**src/rtl/bcd_serial_addsub_seq.sv**
```systemverilog
// Digit-serial signed-magnitude BCD add/subtract sequencer.
// It drives an external single-digit BCD stage one digit per cycle, least significant digit first.
module bcd_serial_addsub_seq #(
    parameter int NDIG = 3
) (
    input  logic              clk,
    input  logic              rst,
    input  logic              start_valid,
    output logic              start_ready,
    input  logic              op,
    input  logic              a_sign,
    input  logic [4*NDIG-1:0] a_mag,
    input  logic              b_sign,
    input  logic [4*NDIG-1:0] b_mag,
    output logic [3:0]        dig_a,
    output logic [3:0]        dig_b,
    output logic              dig_sub,
    output logic              dig_cin,
    input  logic [3:0]        dig_res,
    input  logic              dig_cout,
    output logic              res_valid,
    input  logic              res_ready,
    output logic              res_sign,
    output logic [4*NDIG-1:0] res_mag,
    output logic              res_ovf
);
    localparam int W  = 4 * NDIG;
    localparam int IW = (NDIG > 1) ? $clog2(NDIG) : 1;

    typedef enum logic [1:0] {IDLE, PASS1, PASS2, DONE} state_t;

    state_t          state, state_nx;
    logic [W-1:0]    a_q, b_q, r_q;
    logic            a_sign_q, eff_sub_q, carry_q, sign_q, ovf_q;
    logic [IW-1:0]   idx;
    logic            last;

    assign last      = (idx == IW'(NDIG - 1));
    assign res_valid = (state == DONE);
    assign res_mag   = r_q;
    assign res_ovf   = ovf_q;
    // A zero magnitude is always reported as positive.
    assign res_sign  = sign_q & (|r_q);

    always_comb begin
        state_nx    = state;
        start_ready = 1'b0;
        dig_a       = 4'd0;
        dig_b       = 4'd0;
        dig_sub     = 1'b0;
        dig_cin     = 1'b0;
        case (state)
            IDLE: begin
                start_ready = 1'b1;
                if (start_valid) state_nx = PASS1;
            end
            PASS1: begin
                dig_a   = a_q[4*int'(idx) +: 4];
                dig_b   = b_q[4*int'(idx) +: 4];
                dig_sub = eff_sub_q;
                dig_cin = (idx == '0) ? eff_sub_q : carry_q;
                if (last) state_nx = (eff_sub_q && !dig_cout) ? PASS2 : DONE;
            end
            PASS2: begin
                // Recomplement: 0 - raw in 10's complement gives the true magnitude.
                dig_b   = r_q[4*int'(idx) +: 4];
                dig_sub = 1'b1;
                dig_cin = (idx == '0) ? 1'b1 : carry_q;
                if (last) state_nx = DONE;
            end
            DONE: begin
                if (res_ready) state_nx = IDLE;
            end
            default: state_nx = IDLE;
        endcase
    end

    always_ff @(posedge clk or posedge rst) begin
        if (rst) begin
            state     <= IDLE;
            a_q       <= '0;
            b_q       <= '0;
            r_q       <= '0;
            a_sign_q  <= 1'b0;
            eff_sub_q <= 1'b0;
            carry_q   <= 1'b0;
            sign_q    <= 1'b0;
            ovf_q     <= 1'b0;
            idx       <= '0;
        end else begin
            state <= state_nx;
            case (state)
                IDLE: begin
                    if (start_valid) begin
                        a_q       <= a_mag;
                        b_q       <= b_mag;
                        a_sign_q  <= a_sign;
                        eff_sub_q <= op ^ a_sign ^ b_sign;
                        r_q       <= '0;
                        carry_q   <= 1'b0;
                        sign_q    <= 1'b0;
                        ovf_q     <= 1'b0;
                        idx       <= '0;
                    end
                end
                PASS1: begin
                    r_q[4*int'(idx) +: 4] <= dig_res;
                    carry_q               <= dig_cout;
                    if (last) begin
                        idx <= '0;
                        if (!eff_sub_q) begin
                            ovf_q  <= dig_cout;
                            sign_q <= a_sign_q;
                        end else begin
                            ovf_q  <= 1'b0;
                            sign_q <= dig_cout ? a_sign_q : ~a_sign_q;
                        end
                    end else begin
                        idx <= idx + IW'(1);
                    end
                end
                PASS2: begin
                    r_q[4*int'(idx) +: 4] <= dig_res;
                    carry_q               <= dig_cout;
                    if (last) begin
                        idx   <= '0;
                        ovf_q <= 1'b0;
                    end else begin
                        idx <= idx + IW'(1);
                    end
                end
                default: ;
            endcase
        end
    end
endmodule

```
**config.mk**
```make
export PLATFORM = sky130hd
export DESIGN_NAME = bcd_serial_addsub_seq
export DESIGN_NICKNAME = d
export VERILOG_FILES = /design/src/rtl/bcd_serial_addsub_seq.sv
export SDC_FILE = /design/constraint.sdc
export NUM_CORES = 1
export LEC_CHECK = 0
export ABC_AREA = 1
export BUFFER_PORTS_ARGS = -buffer_cell sky130_fd_sc_hd__buf_2
export CORE_MARGIN = 2
export CORE_UTILIZATION = 45
export DETAILED_ROUTE_END_ITERATION = 10
export GPL_ROUTABILITY_DRIVEN = 0
export PLACE_DENSITY = 0.69
export SLEW_MARGIN = 15
export SYNTH_ARGS = -nofsm -noshare
export SYNTH_HDL_FRONTEND = slang
export SYNTH_SLANG_ARGS = --single-unit
export TNS_END_PERCENT = 1
```
**constraint.sdc**
```tcl
create_clock -name clk -period 4.95 [get_ports clk]
set_input_delay 1.485 -clock clk [delete_from_list [all_inputs] [get_ports clk]]
set_output_delay 1.485 -clock clk [all_outputs]
set_load 0.005 [all_outputs]
```
### Word level (Yosys, flattened, before mapping)

Index checks and enable logic that the tools add are counted.

| operators by class | value |
|---|---|
| equal/unequal tests | 8 |
| shift-type cells | 5 |
| add/subtract/negate cells | 2 |
| reductions and logical operators | 14 |
| muxes and demuxes | 29 |
| bitwise logic cells | 4 |

Operators with widths:

| kind | number |
|---|---|
| $shiftx 12x5->4 | 3 |
| $neg 4->33 | 1 |
| $shift 4x33->12 const A | 1 |
| $shiftx 4x33->12 | 1 |
| $pmux 12 s2 | 1 |
| $bwmux 12 | 1 |
| $mux 12 | 1 |
| $mux 2 | 6 |
| $reduce_or 12->1 | 1 |
| $mux 1 | 11 |
| $pmux 1 s2 | 4 |
| $pmux 2 s4 | 1 |
| $pmux 4 s2 | 1 |
| $reduce_and 4->1 | 2 |
| $eq 2x2->1 const B | 3 |
| $ne 2x2->1 const B | 3 |
| $logic_not 2->1 | 2 |
| $mux 4 | 1 |
| $pmux 2 s2 | 1 |
| $reduce_and 2->1 | 2 |
| $reduce_bool 2->1 | 2 |
| $pmux 1 s3 | 1 |
| $reduce_and 3->1 | 1 |
| $reduce_bool 3->1 | 1 |
| 9 further kinds | 10 |

| storage, ports and cells | value |
|---|---|
| input port bits | 36 |
| register bits | 45 |
| word-level logic and storage cells | 72 |
| output and inout bits | 26 |

### Depth between registers and ports, before layout

Gate-level depths: netlist (run 1).

| logic depth | value |
|---|---|
| depth in word-level cells | 5 |
| gate-level depth with buffers | 10 |

### Least setup slack after synthesis (run 1)

OpenSTA, ideal clock, no wires.

| path | value |
|---|---|
| path type | reg-to-output |
| from | register idx[0] |
| to | output dig_cin |
| data arrival time | 1.451 ns |
| slack | 2.014 ns |
| data required time | 3.465 ns |
| stages on the path, launching flop included | 9 |
| cell sequence | dfrtp_1 > buf_4 > inv_2 > buf_2 > ha_1 > clkinv_1 > nand2_1 > nand3_1 > a31oi_1 |

| between the ends | value |
|---|---|
| longest elaborated chain between the ends | 3 |
| elaborated cells on any way between the ends | 4 |
| those cells by class | mux: 3; reduce/logical: 1 |

Ends and longest elaborated chain:

| what | line | RTL |
|---|---|---|
| start: declaration | 35 | `logic [IW-1:0] idx;` |
| start signal: assignment | 119 | `idx <= idx + IW'(1);` |
| start signal: assignment | 129 | `idx <= idx + IW'(1);` |
| $logic_not 2->1 (*) | 61, 68 |  |
| $mux 1, on equally long branches | 68, 61 |  |
| $pmux 1 s2 (*) | 52 | `case (state)` |
| end: declaration | 18 | `output logic dig_cin,` |

Mark *: on every way between the ends. The rest lies on a longest branch, timed or not.

### Worst setup path in the final report (run 1)

| path | value |
|---|---|
| from | register state[0] |
| to | output dig_b[2] |

| between the ends | value |
|---|---|
| longest elaborated chain between the ends | 2 |
| elaborated cells on any way between the ends | 3 |
| those cells by class | eq/ne: 2; mux: 1 |

Ends and longest elaborated chain:

| what | line | RTL |
|---|---|---|
| start: declaration | 32 | `state_t state, state_nx;` |
| start signal: assignment | 91 | `state <= state_nx;` |
| $eq 2x2->1 or $eq 2x1->1 (tied branches) | 52 |  |
| $pmux 4 s2 (*) | 52 |  |
| end: declaration | 16 | `output logic [3:0] dig_b,` |

Marked as above.

==> results of run 1 <==
## path summary, 6_finish.rpt
kind / end / cells past startpoint / startpoint
setup / recovery: dig_b[2] / 9 / state[0]
hold / removal: b_q[5] / 2 / b_q[5]
setup reg to reg: eff_sub_q / 6 / state[0]
hold reg to reg: b_q[5] / 2 / b_q[5]
max in group asynchronous: b_q[2] / 3 / rst
min in group asynchronous: b_q[10] / 3 / rst
## synthesized netlist by cell type
cell	count	share of area
buf_1	1	0.0015
nand2_2	2	0.0050
buf_6	1	0.0045
a21oi_4	1	0.0064
o21ai_0	27	0.054
a21boi_0	1	0.0030
clkinv_1	1	0.0015
inv_2	2	0.0030
nand3_1	31	0.061
nor2_2	2	0.0050
inv_1	35	0.052
nand4_1	1	0.0025
nor2_1	18	0.027
o211ai_1	5	0.015
buf_2	4	0.0079
a31oi_1	1	0.0025
ha_1	10	0.050
nand3b_1	3	0.0089
dfrtp_1	45	0.45
o21ai_1	1	0.0020
nor3_1	1	0.0020
nand2_1	133	0.20
xnor2_1	1	0.0035
a21oi_1	9	0.018
o21bai_1	1	0.0030
buf_4	6	0.018
## critical path: cells and delay by family (launching register included)
family                   cells  cell delay (ns)
AND/OR/NAND/NOR              5             0.49
flip-flops                   1             0.44
adder cells (fa/ha/maj)      1             0.42
buffers and inverters        3             0.59
## logic make-up after synthesis
kind of cell | count (synthesis) | share of synthesized area
AND/OR/NAND/NOR | 191 | 0.3094
buffers and inverters | 50 | 0.08825
AO/OA/AOI/OAI | 46 | 0.1031
flip-flops | 45 | 0.4462
adder cells (fa/ha/maj) | 10 | 0.04958
XOR/XNOR | 1 | 0.003471
## layer usage
layer  share of wire  up-vias  wire length, um  GRT usage
met2            0.46       73             2792     0.3385
met1            0.47     1089             2874     0.2899
met3           0.055        8              336    0.04318
li1                -     1189                -          -
met4           0.013        0               80    0.06034
met5               0        -                0          0
## registers in the layout, summed over array words and instances (netlist names)
register,cells
res_ovf,1
b_q,12
res_mag,12
carry_q,1
sign_q,1
a_q,12
a_sign_q,1
idx,2
state,2
eff_sub_q,1
## per-stage QoR
stage	hold slack, ns	util	std cells	instance area (um^2)
after floorplan	0.4492	-	343	2524
after global placement	0.4674	0.5201	465	2846
after detailed placement	0.4675	0.5201	465	2846
after CTS	0.4890	0.5421	473	2967
after global routing	0.5088	0.5421	473	2967
final	0.4875	0.5421	473	2967
## final cells by class
class                      count  area share
clock inverter                 2     0.01265
tap                           72     0.03037
sequential                    45      0.3796
timing repair buffer          62      0.1054
multi-input combinational    248      0.3960
inverter                      38     0.04808
clock buffer                   6     0.02784
## where the power goes
group	internal, mW	switching, mW
registers	0.501	0.0924
logic	0.306	0.560
clock network	0.164	0.127
==> metrics.md, run 1 <==
| Metric | Value |
|---|---|
| Status | `finished clean` |
| Clk root buf | `clkbuf_8` |
| Vias in the first global route | `2219` |
| Power per cell area | `589.9 nW/um^2` |
| DRC | `0` |
| Initial cell density of the core | `0.4611` |
| P&R area growth vs syn | `17.55%` |
| Multi-input logic area | `1175 um^2` |
| Initial antenna violation count | `0` |
| Register area | `1126 um^2` |
| CTS resizes | `0` |
| Crit path kind | `flip-flop to primary output` |
| Slowest cell delay on critical path | `0.44 ns` |
| Die height | `78.89 um` |
| Final ANT Viol Nets | `0` |
| Seq/Total Area, Yosys | `0.4462` |
| MaxCap Viol Count | `0` |
| H-tree levels | `2` |
| Global-route wire length before repair | `10260 um` |
| 1st-iter DRT viols | `231` |
| F_max | `269.2 MHz` |
| Final setup margin | `1.235 ns` |
| Slew @ Worst Pin | `0.5629 ns` |
| Clock Latency Late Sink | `0.30 ns` |
| I/O Buffers | `61` |
| Startpoint type of the worst setup path | `flip-flop` |
| # Post-CTS Setup Buffers | `0` |
| Reg clk slew, reported paths | `0.09 ns` |
| Post-layout min period | `3.715 ns` |
| Final setup viols | `0` |
| Peak VDD IR | `0.2932 mV` |
| Synth unique cells | `26` |
| Worst Hold Class | `flip-flop to flip-flop` |
| Pin count of the biggest net entering global routing | `46` |
| Via density | `4.987` |
| CP cell instances | `inv_1 > ha_1 > inv_1 > nand2_1 > nand3_1 > nand2_1 > nand2_1 > nor2_1 > buf_2` |
| CTS tree | `done` |
| Vias | `2359` |
| Tot Pwr | `1.750 mW` |
| Routed len/inst | `12.86 um` |
| Site Rows | `27` |
| Final net count | `446` |
| IO Pins | `62` |
| Clock sinks | `45` |
| Core Area | `5473 um^2` |
| Layout cell share with drive strength beyond 1 | `0.1920` |
| Hold Vio Cnt, Final | `0` |
| CTS max path bufs | `2` |
| Worst Clk Skew | `0.009947 ns` |
| DRT Pass-1 Iters | `4` |
| P_leak | `1.600 nW` |
| Gate Count Post-Synth | `343` |
| RSZ-0062 raised after global routing | `no` |
| Max_slew headroom | `0.6247` |
| Post-route clock period utilization | `0.7505` |
| Post-synthesis register bit count | `45` |
| WP data required | `3.46 ns` |
| Most frequent CP cell | `nand2_1` |
| Internal reg-to-reg setup slack | `2.87 ns` |
| HPWL after DPL | `4599 um` |
| Critical-path cell with the highest stage delay | `dfrtp_1` |
| Commonest non-fill, non-tap cell in the layout | `nand2_1` |
| Syn Nets | `389` |
| CP Max Fanout | `15` |
| CP Capture Type | `primary output` |
| Setup WS pre-CTS | `1.593 ns` |
| Final wirelength | `6085 um` |
| Final Max Slew Viols | `0` |
| Synthesized cell area | `2524 um^2` |
| Total track usage | `0.2105` |
| # diodes | `0` |
| Syn Area/Cell | `7.358 um^2` |
| Filler Cell Count | `570` |
| Critical Path AT | `2.23 ns` |
| Die Footprint | `6223 um^2` |
| CTS hold repair buffers | `0` |
| Die Wd | `78.89 um` |
| Total negative setup slack | `0 ns` |
| GR Overflow Total | `0` |
| Yosys warnings | `0` |
| Most frequent cells in the layout | `nand2_1, buf_2, dfrtp_1` |
| Num CTS Buffers | `5` |
No activity file was read; power rests on OpenSTA's default activity.
==> run 2: changes to the inputs <==
==> constraint.sdc (replaced) <==
create_clock -name clk -period 3.89 [get_ports clk]
set_input_delay 1.167 -clock clk [delete_from_list [all_inputs] [get_ports clk]]
set_output_delay 1.167 -clock clk [all_outputs]
set_load 0.005 [all_outputs]
==> run 2 against run 1 <==
Compared with the run above: die area unchanged; critical path type unchanged; first-iteration DRC count down 6.5%; clock power up 43%; utilization up 0.25 points; highest routed layer unchanged; design area up 0.46%.
==> metrics.md, run 2 (synthesis gave the netlist of run 1 again) <==
| Metric | Value |
|---|---|
| Vias | `2351` |
| Worst Clk Skew | `0.006110 ns` |
| Power per cell area | `764.1 nW/um^2` |
| Via density | `4.970` |
| Post-layout min period | `3.375 ns` |
| RSZ-0062 raised after global routing | `no` |
| Total negative setup slack | `0 ns` |
| Initial antenna violation count | `0` |
| Final wirelength | `6196 um` |
| Non-filler instance count after layout | `473` |
| H-tree levels | `2` |
| Slew @ Worst Pin | `0.5669 ns` |
| 1st-iter DRT viols | `216` |
| CP Capture Type | `primary output` |
| GR Overflow Total | `0` |
| Setup WS pre-CTS | `0.8545 ns` |
| Num CTS Buffers | `5` |
| Total track usage | `0.2128` |
| Peak VDD IR | `0.4812 mV` |
| Tot Pwr | `2.277 mW` |
| F_max | `296.3 MHz` |
| CTS tree | `done` |
| Die Footprint | `6223 um^2` |
| I/O Buffers | `61` |
| R2r endpoint | `res_mag[7]` |
| Placed cells | `465` |
| Final ANT Viol Nets | `0` |
| Final Max Slew Viols | `0` |
| Vias in the first global route | `2245` |
| Worst Hold Class | `flip-flop to flip-flop` |
| Most frequent cells in the layout | `nand2_1, buf_2, dfrtp_1` |
| Post-route clock period utilization | `0.8675` |
| P&R area growth vs syn | `18.10%` |
| Global-route wire length before repair | `10390 um` |
| Startpoint type of the worst setup path | `flip-flop` |
| IO Pins | `62` |
| DRC | `0` |
| Worst hold slack | `0.4902 ns` |
| P_leak | `1.611 nW` |
| DRT Pass-1 Iters | `4` |
| Internal reg-to-reg setup slack | `1.84 ns` |
| Crit path kind | `flip-flop to primary output` |
| Core Area | `5473 um^2` |
| Initial cell density of the core | `0.4611` |
| Layout cell share with drive strength beyond 1 | `0.1920` |
| Clock Latency Late Sink | `0.30 ns` |
| Clk root buf | `clkbuf_8` |
| Die Wd | `78.89 um` |
| # diodes | `0` |
| WP data required | `2.72 ns` |
| Final setup viols | `0` |
| Hold Vio Cnt, Final | `0` |
| Routed len/inst | `13.10 um` |
| Hold Crit Endpoint | `b_q[7]` |
| Commonest non-fill, non-tap cell in the layout | `nand2_1` |
| CP Max Fanout | `15` |
| CTS max path bufs | `2` |
| Hold Path Cell Cnt | `2` |
| MaxCap Viol Count | `0` |
| Launch point of the worst reg-to-reg path | `state[0]` |
| # Post-CTS Setup Buffers | `0` |
| Final net count | `446` |
| CTS hold repair buffers | `0` |
| Site Rows | `27` |
| Max_slew headroom | `0.6181` |
| Critical Path AT | `2.21 ns` |
| Die height | `78.89 um` |
| Reg clk slew, reported paths | `0.08 ns` |
| Status | `finished clean` |
| R2R depth | `6` |
| Final setup margin | `0.5155 ns` |
| CTS resizes | `0` |
| HPWL after DPL | `4767 um` |
| Hold Path Origin | `b_q[7]` |
| Pin count of the biggest net entering global routing | `35` |
| Clock sinks | `45` |
-- run 2: through the flow --
stage	instance area [um^2]	utilization
floorplan	2524	-
global placement	2846	0.5201
detailed placement	2846	0.5201
CTS	2980	0.5446
global route	2980	0.5446
finish	2980	0.5446
-- run 2: cell type report --
| class | instances | area (um^2) |
|---|---|---|
| multi-input cells | 248 | 1175 |
| inverters | 38 | 142.6 |
| well taps | 72 | 90.09 |
| flip-flops and latches | 45 | 1126 |
| fillers | 574 | 2492 |
| clock buffers | 5 | 68.82 |
| repair buffers | 62 | 312.8 |
| clock inverters | 3 | 65.06 |
-- run 2: per-layer routing --
layer	global-route usage	vias to the layer above	share of wire
met3	0.03864	7	0.056
li1	-	1188	-
met1	0.2901	1083	0.46
met5	0	-	0
met4	0.06207	0	0.013
met2	0.3487	73	0.47
-- run 2: how the worst max path moves through the flow --
stage	from	endpoint	slack [ns]
2_1_floorplan	idx[0]	dig_cin	1.27
3_3_place_gp	state[0]	dig_b[0]	0.89
3_5_place_dp	state[0]	dig_b[0]	0.85
4_1_cts	state[0]	dig_b[0]	0.53
5_1_grt	state[0]	dig_b[0]	0.28
6_report	state[0]	dig_b[0]	0.52
-- run 2: critical path: stages (launching register included) --
cell and delay (ns):
dfrtp_1 0.43, inv_1 0.14, ha_1 0.41, inv_1 0.32
nand2_1 0.15, nand3_1 0.07, nand2_1 0.08, nand2_1 0.05
nor2_1 0.12, buf_2 0.12
-- run 2: where the power goes --
group | switching (mW) | internal (mW)
logic | 0.713 | 0.390
clock network | 0.161 | 0.255
registers | 0.121 | 0.638
total | 0.995 | 1.28
==> run 3: changes to the inputs <==
--- a/config.mk
+++ b/config.mk
@@ -7,11 +7,13 @@
 export LEC_CHECK = 0
 export ABC_AREA = 1
 export BUFFER_PORTS_ARGS = -buffer_cell sky130_fd_sc_hd__buf_2
+export CELL_PAD_IN_SITES_DETAIL_PLACEMENT = 1
+export CELL_PAD_IN_SITES_GLOBAL_PLACEMENT = 2
 export CORE_MARGIN = 2
-export CORE_UTILIZATION = 45
+export CORE_UTILIZATION = 29
 export DETAILED_ROUTE_END_ITERATION = 10
 export GPL_ROUTABILITY_DRIVEN = 0
-export PLACE_DENSITY = 0.69
+export PLACE_DENSITY_LB_ADDON = 0.1
 export SLEW_MARGIN = 15
 export SYNTH_ARGS = -nofsm -noshare
 export SYNTH_HDL_FRONTEND = slang
==> run 3 against run 2 <==
Compared with the run above: setup slack got worse by 0.066 ns; critical path type unchanged; design area increased by 0.59%; sequential share of layout area fell by 0.22 points; highest routed layer unchanged; largest cell class unchanged; register-to-register slack got worse by 0.10 ns; worst hold slack got worse by 0.0019 ns.
==> metrics.md, run 3 (synthesis gave the netlist of run 1 again) <==
| Metric | Value |
|---|---|
| Peak VDD IR | `0.3186 mV` |
| Startpoint type of the worst setup path | `flip-flop` |
| Cell family with most CP delay | `buffers and inverters` |
| Clk root buf | `clkbuf_8` |
| Total track usage | `0.1688` |
| CTS tree | `done` |
| WP data required | `2.72 ns` |
| Die Footprint | `9464 um^2` |
| IO Pins | `62` |
| CP cell instances | `inv_1 > ha_1 > inv_1 > nand2_1 > nand3_1 > nand2_1 > nand2_1 > nor2_1 > buf_2` |
| Final wirelength | `7541 um` |
| Die Wd | `97.29 um` |
| F_max | `290.6 MHz` |
| Internal reg-to-reg setup slack | `1.74 ns` |
| 1st-iter DRT viols | `58` |
| Tot Pwr | `2.236 mW` |
| CTS hold repair buffers | `0` |
| RSZ-0062 raised after global routing | `no` |
| H-tree levels | `2` |
| Most frequent cells in the layout | `nand2_1, buf_2, dfrtp_1` |
| Post-route clock period utilization | `0.8846` |
| CTS max path bufs | `2` |
| WP buf/inv | `3` |
| Clock sinks | `45` |
| Commonest non-fill, non-tap cell in the layout | `nand2_1` |
| Power per cell area | `745.8 nW/um^2` |
| Worst Clk Skew | `0.01045 ns` |
| Max_slew headroom | `0.3443` |
| Global-route wire length before repair | `12790 um` |
| Post-layout min period | `3.441 ns` |
| # Post-CTS Setup Buffers | `0` |
| Final Max Slew Viols | `0` |
| HPWL after DPL | `5638 um` |
| Via density | `4.712` |
| Placed cells | `502` |
| Site Rows | `34` |
| Core Area | `8593 um^2` |
| Routed len/inst | `14.79 um` |
| Most frequent CP cell | `nand2_1` |
| Final core utilization | `0.3489` |
| Crit path kind | `flip-flop to primary output` |
| Non-filler instance count after layout | `510` |
| MaxCap Viol Count | `0` |
| Worst Hold Class | `flip-flop to flip-flop` |
| Vias | `2403` |
| P&R area growth vs syn | `18.79%` |
| Final setup viols | `0` |
| Reg clk slew, reported paths | `0.09 ns` |
| Total negative setup slack | `0 ns` |
| P_leak | `1.599 nW` |
| Critical Path AT | `2.27 ns` |
| Status | `finished clean` |
| CP Capture Type | `primary output` |
| Pin count of the biggest net entering global routing | `46` |
| # diodes | `0` |
| Clock Latency Late Sink | `0.31 ns` |
| GR Overflow Total | `0` |
| Final ANT Viol Nets | `0` |
| Slew @ Worst Pin | `0.9821 ns` |
| Initial cell density of the core | `0.2937` |
| Die height | `97.29 um` |
| DRC | `0` |
| Slowest cell delay on critical path | `0.44 ns` |
| I/O Buffers | `61` |
| CP Max Fanout | `15` |
| Num CTS Buffers | `5` |
| Hold Vio Cnt, Final | `0` |
| Critical-path cell with the highest stage delay | `dfrtp_1` |
| CTS resizes | `0` |
| Final net count | `447` |
| DRT Pass-1 Iters | `4` |
| Initial antenna violation count | `0` |
| Vias in the first global route | `2508` |
| Layout cell share with drive strength beyond 1 | `0.1965` |
==> run 3: layout make-up <==
class / count / area, um^2
fill: 1127 / 5595
sequential: 45 / 1126
clock inverter: 2 / 16.27
timing repair buffer: 63 / 320.3
tap: 108 / 135.1
multi-input combinational: 248 / 1175
clock buffer: 6 / 82.58
inverter: 38 / 142.6
==> run 3: worst paths after layout <==
check,from,to,cells after the start
worst max-delay path,state[0],dig_b[2],9
worst min register to register,a_q[5],a_q[5],2
max in group asynchronous,rst,b_q[4],2
min in group asynchronous,rst,a_q[1],2
worst max register to register,state[0],eff_sub_q,6
worst min-delay path,a_q[5],a_q[5],2
==> run 3: worst register-to-register path: cells and delay by family, from the launching register on <==
kind / cells / cell delay (ns)
AOI/OAI and AO/OA: 1 / 0.18
DFF: 1 / 0.44
buffers and inverters: 2 / 0.67
and+or+nand+nor: 2 / 0.45
adders and majority gates: 1 / 0.34
==> run 3: metal layers <==
metal  routed length [um]  GRT usage  vias up
li1                     -          -     1189
met5                    0          0        -
met4                   72    0.03846        0
met3                  214    0.02590        5
met1                 3673     0.2257     1170
met2                 3580     0.2895       39
==> run 3: per-stage QoR <==
stage	instance area (um^2)	worst slack, ns	hold slack, ns
after floorplan	2524	1.272	0.4492
after global placement	2899	0.8476	0.4653
after global routing	2998	0.1441	0.5165
final	2998	0.4490	0.4883
after detailed placement	2899	0.7516	0.4659
after CTS	2998	0.4109	0.4922
==> run 3: report_power, final <==
group | total [mW] | leakage [nW] | switching, mW | internal (mW)
Combinational | 1.16 | 0.971 | 0.759 | 0.398
Sequential | 0.752 | 0.580 | 0.114 | 0.637
Clock | 0.326 | 0.0478 | 0.180 | 0.147
